### src/rtl/trng_pkg.sv
// Shared definitions for the TRNG health reader.
//   state_e        : reader FSM state, 2-bit encoding visible on state_o
//   DEF_*          : default health-test cutoffs and startup length
//   pack_lsb_first : shifts a new bit into the MSB so the earliest bit ends at bit 0
package trng_pkg;

    typedef enum logic [1:0] {
        ST_STARTUP = 2'd0,
        ST_RUN     = 2'd1,
        ST_FAIL    = 2'd2
    } state_e;

    localparam int DEF_RCT_CUTOFF   = 32;
    localparam int DEF_APT_WINDOW   = 512;
    localparam int DEF_APT_CUTOFF   = 410;
    localparam int DEF_STARTUP_BITS = 1024;

    function automatic logic [7:0] pack_lsb_first(input logic [7:0] sr, input logic b);
        return {b, sr[7:1]};
    endfunction

endpackage

### src/rtl/trng_health_reader_if.sv
// Byte output handshake between the health reader and the downstream logic.
//   byte_out   : packed random byte, bit 0 = earliest accepted bit
//   byte_valid : byte_out holds a fresh byte
//   byte_ready : downstream accepts byte_out
// master = health reader side, slave = consumer side.
interface trng_health_reader_if;
    logic [7:0] byte_out;
    logic       byte_valid;
    logic       byte_ready;

    modport master (output byte_out, output byte_valid, input byte_ready);
    modport slave  (input byte_out, input byte_valid, output byte_ready);
endinterface

### src/rtl/trng_health_tests.sv
// Continuous health tests on the raw bit stream: repetition count (RCT) and
// adaptive proportion (APT), with sticky failure flags.
//   clk, rst_n  : clock, async active-low reset
//   sample_i    : a raw bit is taken this cycle
//   bit_i       : the raw bit
//   freeze_i    : hold all test state (reader is in FAIL)
//   clear_i     : synchronous clear of counters and flags
//   rct_fail_o  : sticky RCT failure
//   apt_fail_o  : sticky APT failure
//   fail_set_o  : this cycle's sample sets a failure flag (combinational)
module trng_health_tests
    import trng_pkg::*;
#(
    parameter int RCT_CUTOFF = DEF_RCT_CUTOFF,
    parameter int APT_WINDOW = DEF_APT_WINDOW,
    parameter int APT_CUTOFF = DEF_APT_CUTOFF
) (
    input  logic clk,
    input  logic rst_n,
    input  logic sample_i,
    input  logic bit_i,
    input  logic freeze_i,
    input  logic clear_i,
    output logic rct_fail_o,
    output logic apt_fail_o,
    output logic fail_set_o
);
    localparam int RW = $clog2(RCT_CUTOFF + 1);
    localparam int WW = $clog2(APT_WINDOW);
    localparam int MW = $clog2(APT_CUTOFF + 1);

    logic          last_vld_q, last_vld_d;
    logic          last_q, last_d;
    logic [RW-1:0] run_q, run_d;
    logic [WW-1:0] wcnt_q, wcnt_d;
    logic          ref_q, ref_d;
    logic [MW-1:0] match_q, match_d;
    logic          rct_q, rct_d;
    logic          apt_q, apt_d;
    logic          take_s;

    // Once a flag is set the tests stop advancing, even before the FSM reaches FAIL.
    assign take_s = sample_i & ~freeze_i & ~rct_q & ~apt_q;

    // Next-state logic for both tests; clear wins over any sample.
    always_comb begin
        last_vld_d = last_vld_q;
        last_d     = last_q;
        run_d      = run_q;
        wcnt_d     = wcnt_q;
        ref_d      = ref_q;
        match_d    = match_q;
        rct_d      = rct_q;
        apt_d      = apt_q;
        if (clear_i) begin
            last_vld_d = 1'b0;
            last_d     = 1'b0;
            run_d      = '0;
            wcnt_d     = '0;
            ref_d      = 1'b0;
            match_d    = '0;
            rct_d      = 1'b0;
            apt_d      = 1'b0;
        end else if (take_s) begin
            if (last_vld_q && (bit_i == last_q)) begin
                if (run_q != RW'(RCT_CUTOFF)) begin
                    run_d = run_q + RW'(1);
                end else begin
                    run_d = run_q;
                end
            end else begin
                run_d      = RW'(1);
                last_d     = bit_i;
                last_vld_d = 1'b1;
            end
            if (run_d == RW'(RCT_CUTOFF)) begin
                rct_d = 1'b1;
            end else begin
                rct_d = rct_q;
            end
            // Window length is a power of two, so the counter wraps by itself.
            wcnt_d = wcnt_q + WW'(1);
            if (wcnt_q == '0) begin
                ref_d   = bit_i;
                match_d = MW'(1);
            end else if ((bit_i == ref_q) && (match_q != MW'(APT_CUTOFF))) begin
                match_d = match_q + MW'(1);
            end else begin
                match_d = match_q;
            end
            if (match_d == MW'(APT_CUTOFF)) begin
                apt_d = 1'b1;
            end else begin
                apt_d = apt_q;
            end
        end else begin
            rct_d = rct_q;
            apt_d = apt_q;
        end
    end

    // Health-test state registers.
    always_ff @(posedge clk or negedge rst_n) begin
        if (!rst_n) begin
            last_vld_q <= 1'b0;
            last_q     <= 1'b0;
            run_q      <= '0;
            wcnt_q     <= '0;
            ref_q      <= 1'b0;
            match_q    <= '0;
            rct_q      <= 1'b0;
            apt_q      <= 1'b0;
        end else begin
            last_vld_q <= last_vld_d;
            last_q     <= last_d;
            run_q      <= run_d;
            wcnt_q     <= wcnt_d;
            ref_q      <= ref_d;
            match_q    <= match_d;
            rct_q      <= rct_d;
            apt_q      <= apt_d;
        end
    end

    assign rct_fail_o = rct_q;
    assign apt_fail_o = apt_q;
    assign fail_set_o = (rct_d & ~rct_q) | (apt_d & ~apt_q);

endmodule

### src/rtl/trng_health_reader.sv
// Consumer of the raw TRNG bit stream: health-tests every sample, discards a
// startup run, then packs bits LSB-first into bytes offered on a valid/ready bus.
// Any health failure halts output until clear_fail.
//   clk, rst_n       : clock, async active-low reset
//   ena              : block enable (raw_valid ignored when low)
//   raw_bit/raw_valid: raw bit strobe, no backpressure
//   clear_fail       : clear sticky flags and restart in STARTUP
//   bus              : byte_out / byte_valid / byte_ready handshake
//   rct_fail/apt_fail: sticky health failures
//   overrun          : sticky, a completed byte was dropped
//   state_o          : 0 STARTUP, 1 RUN, 2 FAIL
module trng_health_reader
    import trng_pkg::*;
#(
    parameter int RCT_CUTOFF   = DEF_RCT_CUTOFF,
    parameter int APT_WINDOW   = DEF_APT_WINDOW,
    parameter int APT_CUTOFF   = DEF_APT_CUTOFF,
    parameter int STARTUP_BITS = DEF_STARTUP_BITS
) (
    input  logic                        clk,
    input  logic                        rst_n,
    input  logic                        ena,
    input  logic                        raw_bit,
    input  logic                        raw_valid,
    input  logic                        clear_fail,
    trng_health_reader_if.master        bus,
    output logic                        rct_fail,
    output logic                        apt_fail,
    output logic                        overrun,
    output logic [1:0]                  state_o
);
    localparam int SW = $clog2(STARTUP_BITS + 1);

    state_e        state_q;
    logic [7:0]    sr_q;
    logic [2:0]    bcnt_q;
    logic [SW-1:0] scnt_q;
    logic [7:0]    byte_q;
    logic          bvalid_q;
    logic          overrun_q;
    logic          sample_s;
    logic          fail_any_s;
    logic          fail_set_s;

    assign sample_s   = ena & raw_valid;
    assign fail_any_s = rct_fail | apt_fail;

    trng_health_tests #(
        .RCT_CUTOFF (RCT_CUTOFF),
        .APT_WINDOW (APT_WINDOW),
        .APT_CUTOFF (APT_CUTOFF)
    ) u_tests (
        .clk        (clk),
        .rst_n      (rst_n),
        .sample_i   (sample_s),
        .bit_i      (raw_bit),
        .freeze_i   (state_q == ST_FAIL),
        .clear_i    (clear_fail),
        .rct_fail_o (rct_fail),
        .apt_fail_o (apt_fail),
        .fail_set_o (fail_set_s)
    );

    // Reader FSM, byte packer and output holding register.
    always_ff @(posedge clk or negedge rst_n) begin
        if (!rst_n) begin
            state_q   <= ST_STARTUP;
            sr_q      <= 8'h00;
            bcnt_q    <= 3'd0;
            scnt_q    <= '0;
            byte_q    <= 8'h00;
            bvalid_q  <= 1'b0;
            overrun_q <= 1'b0;
        end else if (clear_fail) begin
            state_q   <= ST_STARTUP;
            sr_q      <= 8'h00;
            bcnt_q    <= 3'd0;
            scnt_q    <= '0;
            bvalid_q  <= 1'b0;
            overrun_q <= 1'b0;
        end else begin
            case (state_q)
                ST_STARTUP: begin
                    if (fail_any_s) begin
                        state_q <= ST_FAIL;
                    end else if (sample_s && !fail_set_s) begin
                        if (scnt_q == SW'(STARTUP_BITS - 1)) begin
                            state_q <= ST_RUN;
                            scnt_q  <= '0;
                            sr_q    <= 8'h00;
                            bcnt_q  <= 3'd0;
                        end else begin
                            scnt_q <= scnt_q + SW'(1);
                        end
                    end else begin
                        scnt_q <= scnt_q;
                    end
                end
                ST_RUN: begin
                    if (fail_any_s) begin
                        state_q  <= ST_FAIL;
                        bvalid_q <= 1'b0;
                        sr_q     <= 8'h00;
                        bcnt_q   <= 3'd0;
                    end else begin
                        if (bvalid_q && bus.byte_ready) begin
                            bvalid_q <= 1'b0;
                        end
                        // A sample that trips a test is not packed, so its byte never leaves.
                        if (sample_s && !fail_set_s) begin
                            sr_q   <= pack_lsb_first(sr_q, raw_bit);
                            bcnt_q <= bcnt_q + 3'd1;
                            if (bcnt_q == 3'd7) begin
                                if (!bvalid_q || bus.byte_ready) begin
                                    byte_q   <= pack_lsb_first(sr_q, raw_bit);
                                    bvalid_q <= 1'b1;
                                end else begin
                                    overrun_q <= 1'b1;
                                end
                            end
                        end
                    end
                end
                ST_FAIL: begin
                    bvalid_q <= 1'b0;
                    sr_q     <= 8'h00;
                    bcnt_q   <= 3'd0;
                end
                default: begin
                    state_q <= ST_STARTUP;
                end
            endcase
        end
    end

    assign bus.byte_out   = byte_q;
    assign bus.byte_valid = bvalid_q;
    assign overrun        = overrun_q;
    assign state_o        = state_q;

endmodule

### src/flat_wrapper.sv
// flat-port wrapper written by rule: the top's interface ports become plain ports
module trng_health_reader_flat import trng_pkg::*;
#(
    parameter int RCT_CUTOFF   = DEF_RCT_CUTOFF,
    parameter int APT_WINDOW   = DEF_APT_WINDOW,
    parameter int APT_CUTOFF   = DEF_APT_CUTOFF,
    parameter int STARTUP_BITS = DEF_STARTUP_BITS
)
  (clk, rst_n, ena, raw_bit, raw_valid, clear_fail, rct_fail, apt_fail, overrun, state_o, bus_byte_out, bus_byte_valid, bus_byte_ready);
  trng_health_reader_if bus_i ();
  input  logic clk;
  input  logic rst_n;
  input  logic ena;
  input  logic raw_bit;
  input  logic raw_valid;
  input  logic clear_fail;
  output logic rct_fail;
  output logic apt_fail;
  output logic overrun;
  output logic [1:0] state_o;
  output wire logic [$bits(bus_i.byte_out)-1:0] bus_byte_out;
  output wire logic [$bits(bus_i.byte_valid)-1:0] bus_byte_valid;
  input wire logic [$bits(bus_i.byte_ready)-1:0] bus_byte_ready;
  assign bus_byte_out = bus_i.byte_out;
  assign bus_byte_valid = bus_i.byte_valid;
  assign bus_i.byte_ready = bus_byte_ready;
  trng_health_reader #(.RCT_CUTOFF(RCT_CUTOFF), .APT_WINDOW(APT_WINDOW), .APT_CUTOFF(APT_CUTOFF), .STARTUP_BITS(STARTUP_BITS)) u_core (.clk(clk), .rst_n(rst_n), .ena(ena), .raw_bit(raw_bit), .raw_valid(raw_valid), .clear_fail(clear_fail), .bus(bus_i), .rct_fail(rct_fail), .apt_fail(apt_fail), .overrun(overrun), .state_o(state_o));
endmodule
### config.mk
export PLATFORM = sky130hd
export DESIGN_NAME = trng_health_reader_flat
export DESIGN_NICKNAME = d
export VERILOG_FILES = /design/src/rtl/trng_pkg.sv /design/src/rtl/trng_health_reader_if.sv /design/src/rtl/trng_health_tests.sv /design/src/rtl/trng_health_reader.sv /design/src/flat_wrapper.sv
export SDC_FILE = /design/constraint.sdc
export NUM_CORES = 1
export LEC_CHECK = 0
export ABC_AREA = 1
export CORE_MARGIN = 2
export CORE_UTILIZATION = 50
export DETAILED_ROUTE_END_ITERATION = 8
export MAX_ROUTING_LAYER = met4
export PLACE_DENSITY = 0.67
export SYNTH_ARGS = -nofsm -noshare
export SYNTH_HDL_FRONTEND = slang
export SYNTH_SLANG_ARGS = --single-unit
### constraint.sdc
create_clock -name clk -period 5.4 [get_ports clk]
set_input_delay 1.08 -clock clk [delete_from_list [all_inputs] [get_ports clk]]
set_output_delay 1.08 -clock clk [all_outputs]
set_load 0.02 [all_outputs]
### Yosys cells after proc, flatten, opt, wreduce, memory -nomap -nowiden

Cells that the tools add are included.

* flip-flop bits (word level): 63
* output and inout port bits: 14
* input bits: 7

* bitwise operators: 13
* reduce and logical (&&, ||, !) cells: 24
* equal/unequal tests: 21
* multiplexer cells: 67
* add/sub/neg operators: 5

Operators by type and width (number)
* 2-to-1 mux 9 bit: 8
* 2-to-1 mux 11 bit: 5
* 2-to-1 mux 8 bit: 6
* 2-to-1 mux 6 bit: 6
* 2-to-1 mux 1 bit: 27
* one-hot mux 8 bit (3 select lines): 1
* adder 9 x 1 -> 9 bit, second input constant: 2
* 2-to-1 mux 3 bit: 6
* inequality test 4 x 2 -> 1 bit, second input constant: 3
* nonzero test 2 bit: 6
* adder 11 x 1 -> 11 bit, second input constant: 1
* == test 11 x 10 -> 1 bit, second input constant: 1
* 2-to-1 mux 2 bit: 5
* AND reduction 5 bit: 2
* == test 9 bit, second input constant: 1
* logical NOT 9 bit: 1
* inequality test 3 x 2 -> 1 bit, second input constant: 3
* inequality test 9 bit, second input constant: 1
* one-hot mux 3 bit (3 select lines): 1
* inequality test 2 bit, second input constant: 4
* adder 6 x 1 -> 6 bit, second input constant: 1
* AND 1 bit: 6
* == test 6 bit, second input constant: 1
* inequality test 6 bit, second input constant: 1
* other kinds (20): 31

### Depth between registers and ports, before layout

Gate-level depths: netlist of run 1.

* depth in word-level cells: 19
* gate-level depth with buffers: 18
* mapped depth without buffers: 17

### Modules after synthesis

From an unflattened synthesis of run 1, not the netlist that was laid out.

* cell total of the unflattened synthesis: 469
* area total of the unflattened synthesis: 3707.3 um^2

By module, submodules not included
* trng_health_reader: cells an instance 231, times used 1, area an instance 1899.3 um^2
* trng_health_tests: cells an instance 238, times used 1, area an instance 1808.0 um^2

### Least setup slack after synthesis of run 1

Ideal clock, no wire load.

* path kind: in2reg
* start point: in ena
* end point: reg u_core.scnt_q[0]
* arrival time: 2279 ps
* required time: 5282 ps
* stages on the path: 14
* slack: 3003 ps
* cell sequence: nand2_1 > inv_1 > nand3_4 > nor2_8 > nand2_4 > nor2_1 > nand2_1 > nor2_2 > nand2_2 > nand2_4 > nand2_2 > nand2_4 > buf_6 > o21ai_2

* cells in the longest elaborated chain, start to end: 12

Ends and longest elaborated chain
* from (decl): line flat_wrapper.sv:13 `input logic ena;`
* AND 1 bit (*): line trng_health_reader.sv:45 `assign sample_s = ena & raw_valid;`
* AND 1 bit (3 in series): line trng_health_tests.sv:43 `assign take_s = sample_i & ~freeze_i & ~rct_q & ~apt_q;`
* 2-to-1 mux 1 bit: line trng_health_tests.sv:64 `end else if (take_s) begin`
* 2-to-1 mux 1 bit: line trng_health_tests.sv:55 `if (clear_i) begin`
* AND 1 bit: line trng_health_tests.sv:127 `assign fail_set_o = (rct_d & ~rct_q) | (apt_d & ~apt_q);`
* bitwise OR 1 bit: line trng_health_tests.sv:127
* logical NOT 1 bit: line trng_health_reader.sv:86 `end else if (sample_s && !fail_set_s) begin`
* logical AND 1 bit (*): line trng_health_reader.sv:86
* nonzero test 2 bit (no source line) (*)
* AND reduction 3 bit (no source line) (*)
* to (signal assigned): line trng_health_reader.sv:93 `scnt_q <= scnt_q + SW'(1);`
* to (signal assigned): line trng_health_reader.sv:96 `scnt_q <= scnt_q;`
* to (decl): line trng_health_reader.sv:37 `logic [SW-1:0] scnt_q;`

Every way passes the cells marked *; elsewhere a longest branch is shown, timed or not.
A chain may end at the register's enable or synchronous reset.

### Worst setup path after layout of run 1

* start point: in clear_fail
* end point: reg u_core.byte_q[3], in the netlist u_core.bus.byte_out[3]

* cells in the longest elaborated chain, start to end: 6

Ends and longest elaborated chain
* from (decl): line flat_wrapper.sv:16 `input logic clear_fail;`
* 2-to-1 mux 1 bit: line trng_health_tests.sv:55
* AND 1 bit: line trng_health_tests.sv:127
* bitwise OR 1 bit: line trng_health_tests.sv:127
* logical NOT 1 bit: line trng_health_reader.sv:110 `if (sample_s && !fail_set_s) begin`
* logical AND 1 bit: line trng_health_reader.sv:110
* AND reduction 6 bit (no source line) (*)
* to (signal assigned): line trng_health_reader.sv:115 `byte_q <= pack_lsb_first(sr_q, raw_bit);`
* to (decl): line trng_health_reader.sv:38 `logic [7:0] byte_q;`

Marked as above.

==> reports/metrics.cfg, run 1 <==
[timing]
hold_viol = 0
fmax_mhz = 282
slew_violations = 0
relSlewSlack_pct = 47.4
worst_pin_slew_ns = 0.789
skew_ns = 0.0109
setup_viol = 0
post-route-period-util_pct = 65.8
min_period_ns = 3.55
totalNegativeSetupSlack_ns = 0
rsz0062_at_grt = no

[finish]
n_antenna_cell = 0
fill_cells = 682
multi_input_area_um2 = 1830
final_area_um2 = 4110
seq_area_um2 = 1550
finalNetCount = 526
areaGrowthSynthToFinish_pct = 11.6
layout-drive-gt1-share_pct = 10.1
fin_cells = 614

[synthesis]
synth_async_sr_flop_share_pct = 100
postSynthAreaPerCell_um2 = 7.50
synth_top_cells_by_area = dfrtp_1 (42%), nand2_1 (14%), nand3_1 (6.1%)
syn_area_um2 = 3680
yosysWarnings = 0
synth_top_cell_by_area = dfrtp_1
yosysTopAreaCellShare_pct = 42.1
synth_commonest_cells = nand2_1 (134), dfrtp_1 (62), nor2_1 (59)
ys_ff_latch = 62
netlist_instances = 491
ys_types = 36
synth.most_common_cell = nand2_1
synth.net_count = 507
synth_ff_type = dfrtp_1
ys_seq_area_share_pct = 42.1
synth_edf_count = 0

[routing]
routed_wl_um = 7820
highest_layer = met4
drc = 0
route.met3.wl_um = 224
wl_met2_um = 3590
wl_met1_um = 3860
drtPass1Iterations = 4
drtIter0Drc = 138
vias_per_cell = 5.13
vias = 3149
wl_per_cell_um = 12.7
ant_nets = 0

[worst_hold_path]
hold_path_depth = 1
min_from = u_core.u_tests.wcnt_q[8]
hp-class = flip-flop to flip-flop
whs_endpoint = u_core.u_tests.wcnt_q[8]

[clock_network]
cts_max_level = 3
cts.path.max_buffers = 2
insertion_delay_ns = 0.36
ctsHoldBuffers = 0
cts-root-buf = clkbuf_8
clock_sinks = 62
cts_made_buffers = 9
cts_tree = done
cts-resized-gates = 0
clkTransAtPathRegs_ns = 0.07
post_cts_buffers = 0

[global_routing]
overflow = 0
grt_max_degree = 63
grt_util_all_layers_pct = 21.6
grt_pass1_wl_um = 13900
grt_pass1_vias = 3050
antenna_found_initial = 0

[power_and_ir_drop]
cellPowerDensity_nw_per_um2 = 233
power_switching_mw = 0.251
pwr-share-seq_pct = 50.1
p_int_mw = 0.706
power.clock.fraction_pct = 41.3
peakVddDrop_uv = 126
pwr-share-comb_pct = 8.6
p_leak_nw = 1.96
p_sw_share_pct = 26.3

[setup_path]
criticalPathCategory = input port to flip-flop
end_kind = flip-flop
r2r_cells = 14
arrival_ns = 3.79
cp-start-kind = input port
worst-path-max-fanout = 24
worstReg2RegEnd = u_core.scnt_q[5]
required_ns = 5.64
regToRegStartpoint = u_core.u_tests.wcnt_q[0]
r2r_slack_ns = 3.14

[floorplanning]
coreArea_um2 = 7180
ioPinCount = 21
initial_core_util_pct = 51.3
die_h_um = 89.8
die_w_um = 89.8
fp-row-count = 31
dieArea_um2 = 8070

[placement]
gp_congestion = 0.831
post-place-cells = 598
port_buffers = 20
dpl-instance-area_um2 = 3930
dpl.hpwl_um = 5460

[run_status]
status = finished clean

[job]
drv_cap = 0

-- final cells by class --
| cell class | count | area share [%] |
|---|---|---|
| clock inverters | 5 | 1.22 |
| flip-flops and latches | 62 | 37.8 |
| inverters | 58 | 5.30 |
| repair buffers | 21 | 4.93 |
| well taps | 99 | 3.02 |
| clock buffers | 11 | 3.20 |
| multi-input cells | 358 | 44.6 |
-- stage by stage --
| step | power, mW | hold WS [ns] | setup WS (ns) | utilization, % |
|---|---|---|---|---|
| finish | 0.958 | 0.464 | 1.85 | 57.2 |
| global route | 0.996 | 0.495 | 1.48 | 57.2 |
| CTS | 0.965 | 0.466 | 1.84 | 57.2 |
| detailed placement | 0.572 | 0.457 | 1.48 | 54.7 |
| global placement | 0.570 | 0.456 | 1.63 | 54.7 |
| floorplan | 0.547 | 0.434 | 3.00 | - |
-- critical path: stages --
cell             delay, ns
clkdlybuf4s50_1       0.70
inv_1                 0.70
nand2_1               0.15
nor2_1                0.18
inv_1                 0.21
nor2_2                0.38
nand3_2               0.22
nand2_1               0.11
nand2_1               0.05
-- flip-flops by register name, summed over array words and instances (netlist names) --
name / count
u_core.bcnt_q: 3
u_core.bus.byte_out: 8
u_core.bus.byte_valid: 1
u_core.overrun: 1
u_core.scnt_q: 11
u_core.sr_q: 7
u_core.state_o: 2
u_core.u_tests.apt_fail_o: 1
u_core.u_tests.last_q: 1
u_core.u_tests.last_vld_q: 1
u_core.u_tests.match_q: 9
u_core.u_tests.rct_fail_o: 1
u_core.u_tests.ref_q: 1
u_core.u_tests.run_q: 6
u_core.u_tests.wcnt_q: 9
-- power groups by stage --
stage | logic (mW) | registers (mW) | clock network (mW)
2_1_floorplan | 0.0604 | 0.487 | 0
5_1_grt | 0.0943 | 0.481 | 0.421
4_1_cts | 0.0843 | 0.480 | 0.401
3_5_place_dp | 0.0840 | 0.488 | 0
6_report | 0.0828 | 0.480 | 0.395
3_3_place_gp | 0.0824 | 0.488 | 0
-- metal layers --
layer | up-vias | global-route usage, %
met1 | 1478 | 28.5
met3 | 12 | 3.19
met5 | - | -
li1 | 1624 | -
met4 | 0 | 10.4
met2 | 35 | 33.0
-- cell families (layout without fill, tap and decap cells) --
logic type,count (synthesis),after routing,share of synthesized area [%]
AOI/OAI and AO/OA,55,55,9.31
DFF,62,62,42.1
buffers and inverters,71,95,8.15
xor gates and xnor gates,8,8,1.90
and+or+nand+nor,286,286,35.4
adders and majority gates,9,9,3.06
-- worst max path at each step --
stage          startpoint                      to  slack [ns]  cells after the start
2_1_floorplan         ena        u_core.scnt_q[0]        3.00                     14
3_3_place_gp   clear_fail  u_core.bus.byte_out[4]        1.63                      9
3_5_place_dp   clear_fail  u_core.bus.byte_out[0]        1.48                      9
4_1_cts        clear_fail  u_core.bus.byte_out[3]        1.84                      9
5_1_grt        clear_fail  u_core.bus.byte_out[4]        1.48                      9
6_report       clear_fail  u_core.bus.byte_out[3]        1.85                      9
-- cell usage in the layout, fill, tap and decap left out, drive strengths merged, types with 2 or more instances in the layout --
| master | n |
|---|---|
| ha | 9 |
| o22ai | 9 |
| or2 | 3 |
| clkinv | 5 |
| nand3b | 4 |
| o211ai | 2 |
| buf | 2 |
| clkdlybuf4s50 | 19 |
| nand3 | 49 |
| inv | 57 |
| nor3 | 6 |
| nand4 | 15 |
| dfrtp | 62 |
| o31ai | 2 |
| a21oi | 9 |
| xor2 | 7 |
| clkbuf | 11 |
| nor2 | 65 |
| o21ai | 30 |
| nand2 | 143 |
Note: power is estimated with default switching activity, not from simulation.
==> run 2: changes to the inputs <==
- PLACE_DENSITY: 0.67 -> 0.69
- clock period: 5.4 -> 3.25 ns (I/O delays scaled with it)
==> run 2 against run 1 <==
Compared with the run above: clock power up 100%; power grew 80%; sequential power is 66% higher; cell count up 0.98%; sequential share of layout area down 0.87 points; critical endpoint is now u_core.scnt_q[0]; routed wire length grew 1.9%; flip-flop and latch count is the same; cell area rose by 2.3%.
==> reports/metrics.cfg, run 2 (synthesized netlist as in run 1, its figures left out) <==
[run_status]
status = finished clean  ; unchanged

[finish]
areaGrowthSynthToFinish_pct = 14.2  ; was 11.6%
final_common_cell = nand2_1  ; unchanged
regMostFlops = u_core.scnt_q  ; unchanged
largest_reg_flops = 11  ; unchanged
final_cell_mix = nand2_1 (134), dfrtp_1 (62), nor2_1 (59)  ; unchanged
top_regs = u_core.scnt_q (11), u_core.u_tests.match_q (9), u_core.u_tests.wcnt_q (9)  ; unchanged
finalNetCount = 532  ; was 526
seq_area_um2 = 1550  ; unchanged
fill_cells = 655  ; was 682
layout-drive-gt1-share_pct = 11.5  ; was 10.1%
n_antenna_cell = 0  ; unchanged
multi_input_area_um2 = 1830  ; unchanged

[clock_network]
insertion_delay_ns = 0.34  ; was 0.36 ns
cts_max_level = 3  ; unchanged
cts_made_buffers = 9  ; unchanged
cts_tree = done  ; unchanged
clock_sinks = 62  ; unchanged
ctsHoldBuffers = 0  ; unchanged
post_cts_buffers = 0  ; unchanged
clkTransAtPathRegs_ns = 0.08  ; was 0.07 ns
cts-resized-gates = 0  ; unchanged
cts.path.max_buffers = 2  ; unchanged
cts-root-buf = clkbuf_8  ; unchanged

[floorplanning]
dieArea_um2 = 8070  ; unchanged
coreArea_um2 = 7180  ; unchanged
die_h_um = 89.8  ; unchanged
die_w_um = 89.8  ; unchanged
ioPinCount = 21  ; unchanged
fp-row-count = 31  ; unchanged
initial_core_util_pct = 51.3  ; unchanged

[timing]
worst_pin_slew_ns = 0.535  ; was 0.789 ns
min_period_ns = 2.62
totalNegativeSetupSlack_ns = 0  ; unchanged
postLayoutSetupSlackWorst_ns = 0.627  ; was 1.85 ns
hold_viol = 0  ; unchanged
setup_viol = 0  ; unchanged
relSlewSlack_pct = 64.3  ; was 47.4%
skew_ns = 0.00943  ; was 0.0109 ns
slew_violations = 0  ; unchanged
post-route-period-util_pct = 80.7
fmax_mhz = 381
rsz0062_at_grt = no  ; unchanged

[power_and_ir_drop]
peakVddDrop_uv = 235  ; was 126 uV
p_leak_nw = 2.01  ; was 1.96 nW
power.clock.fraction_pct = 45.7  ; was 41.3%
p_sw_share_pct = 24.7  ; was 26.3%
cellPowerDensity_nw_per_um2 = 411  ; was 233 nW/um2
p_int_mw = 1.30  ; was 0.706 mW
power_switching_mw = 0.427  ; was 0.251 mW
pwr-share-comb_pct = 8.2  ; was 8.6%
pwr-share-seq_pct = 46.2  ; was 50.1%

[global_routing]
grt-busiest-layer = met2  ; unchanged
antenna_found_initial = 0  ; unchanged
overflow = 0  ; unchanged
use_met3_pct = 2.85  ; was 3.19%
grt_pass1_wl_um = 13900  ; about the same
grt_pass1_vias = 3009  ; was 3,050
grt_util_all_layers_pct = 21.5  ; was 21.6%
use_met1_pct = 30.0  ; was 28.5%
use_met2_pct = 31.9  ; was 33.0%
grt_max_degree = 24  ; was 63

[placement]
dp_slack_ns = 0.287  ; was 1.48 ns
gp_congestion = 0.906  ; was 0.831
port_buffers = 20  ; unchanged
dpl.hpwl_um = 5700  ; was 5460 um

[routing]
vias = 3169  ; was 3,149
vias_per_cell = 5.11  ; was 5.13
wl_per_cell_um = 12.9  ; was 12.7 um
routed_wl_um = 7970  ; was 7820 um
drc = 0  ; unchanged
ant_nets = 0  ; unchanged
drtIter0Drc = 175  ; was 138
drtPass1Iterations = 4  ; unchanged

[setup_path]
arrival_ns = 2.88  ; was 3.79 ns
end_kind = flip-flop  ; unchanged
required_ns = 3.51  ; was 5.64 ns
criticalPathCategory = input port to flip-flop  ; unchanged
r2r_slack_ns = 0.95  ; was 3.14 ns
cp-start-kind = input port  ; unchanged
worst-path-max-fanout = 22  ; was 24

[job]
drv_cap = 0  ; unchanged

[worst_hold_path]
hp-class = input port to async pin  ; was flip-flop to flip-flop

==> run 2: cell count changes in the layout (fill, tap and decap cells not counted), sizes merged <==
| cell | delta |
|---|---|
| buf | +6 |
| bufinv | +1 |
| clkinv | -2 |
| clkinvlp | +1 |
==> run 2: power by group through the flow <==
| stage | combinational (mW) | sequential, mW | clock (mW) |
|---|---|---|---|
| floorplan | 0.100 | 0.809 | 0 |
| global placement | 0.139 | 0.811 | 0 |
| detailed placement | 0.142 | 0.812 | 0 |
| CTS | 0.143 | 0.797 | 0.802 |
| global route | 0.161 | 0.799 | 0.834 |
| finish | 0.141 | 0.797 | 0.789 |
==> run 2: routing by layer <==
| layer | vias to the layer above | wire [um] |
|---|---|---|
| li1 | 1637 | - |
| met1 | 1449 | 3850 |
| met2 | 69 | 3660 |
| met3 | 14 | 302 |
| met4 | 0 | 156 |
| met5 | - | 0 |
==> run 2: worst paths after layout <==
check	end	cells past startpoint	startpoint
max in group asynchronous	u_core.state_o[0]	2	rst_n
min reg2reg	u_core.u_tests.wcnt_q[8]	1	u_core.u_tests.wcnt_q[8]
max	u_core.scnt_q[0]	15	raw_bit
max reg2reg	u_core.scnt_q[0]	15	u_core.u_tests.wcnt_q[0]
min	u_core.u_tests.wcnt_q[2]	1	rst_n
min in group clk	u_core.u_tests.wcnt_q[8]	1	u_core.u_tests.wcnt_q[8]
==> run 2: cell type report <==
cell class	instances	area share, %
Inverter	58	5.18
Timing Repair Buffer	27	5.89
Clock inverter	5	1.93
Clock buffer	11	3.60
Sequential cell	62	36.9
Multi-Input combinational cell	358	43.5
Tap cell	99	2.95
==> run 2: metrics by stage <==
stage          util [%]  instances  instance area (um2)  total power, mW  hold WS (ns)
2_1_floorplan         -        491                 3680            0.909         0.354
3_3_place_gp       55.3        604                 3970            0.950         0.455
3_5_place_dp       55.3        604                 3970            0.954         0.453
4_1_cts            58.6        620                 4200             1.74         0.283
5_1_grt            58.6        620                 4200             1.79         0.306
6_report           58.6        620                 4200             1.73         0.269
==> run 2: critical path, stage by stage <==
cell             delay, ns
clkdlybuf4s50_1       0.60
nand2_1               0.10
nand2_2               0.21
nand2_1               0.12
nand2_1               0.08
nand3_1               0.08
nor2_1                0.11
nand2_1               0.06
nor2_1                0.17
nand2_2               0.13
nand2_4               0.09
nand2_2               0.06
nand2_4               0.24
nand2_1               0.11
o21ai_2               0.07
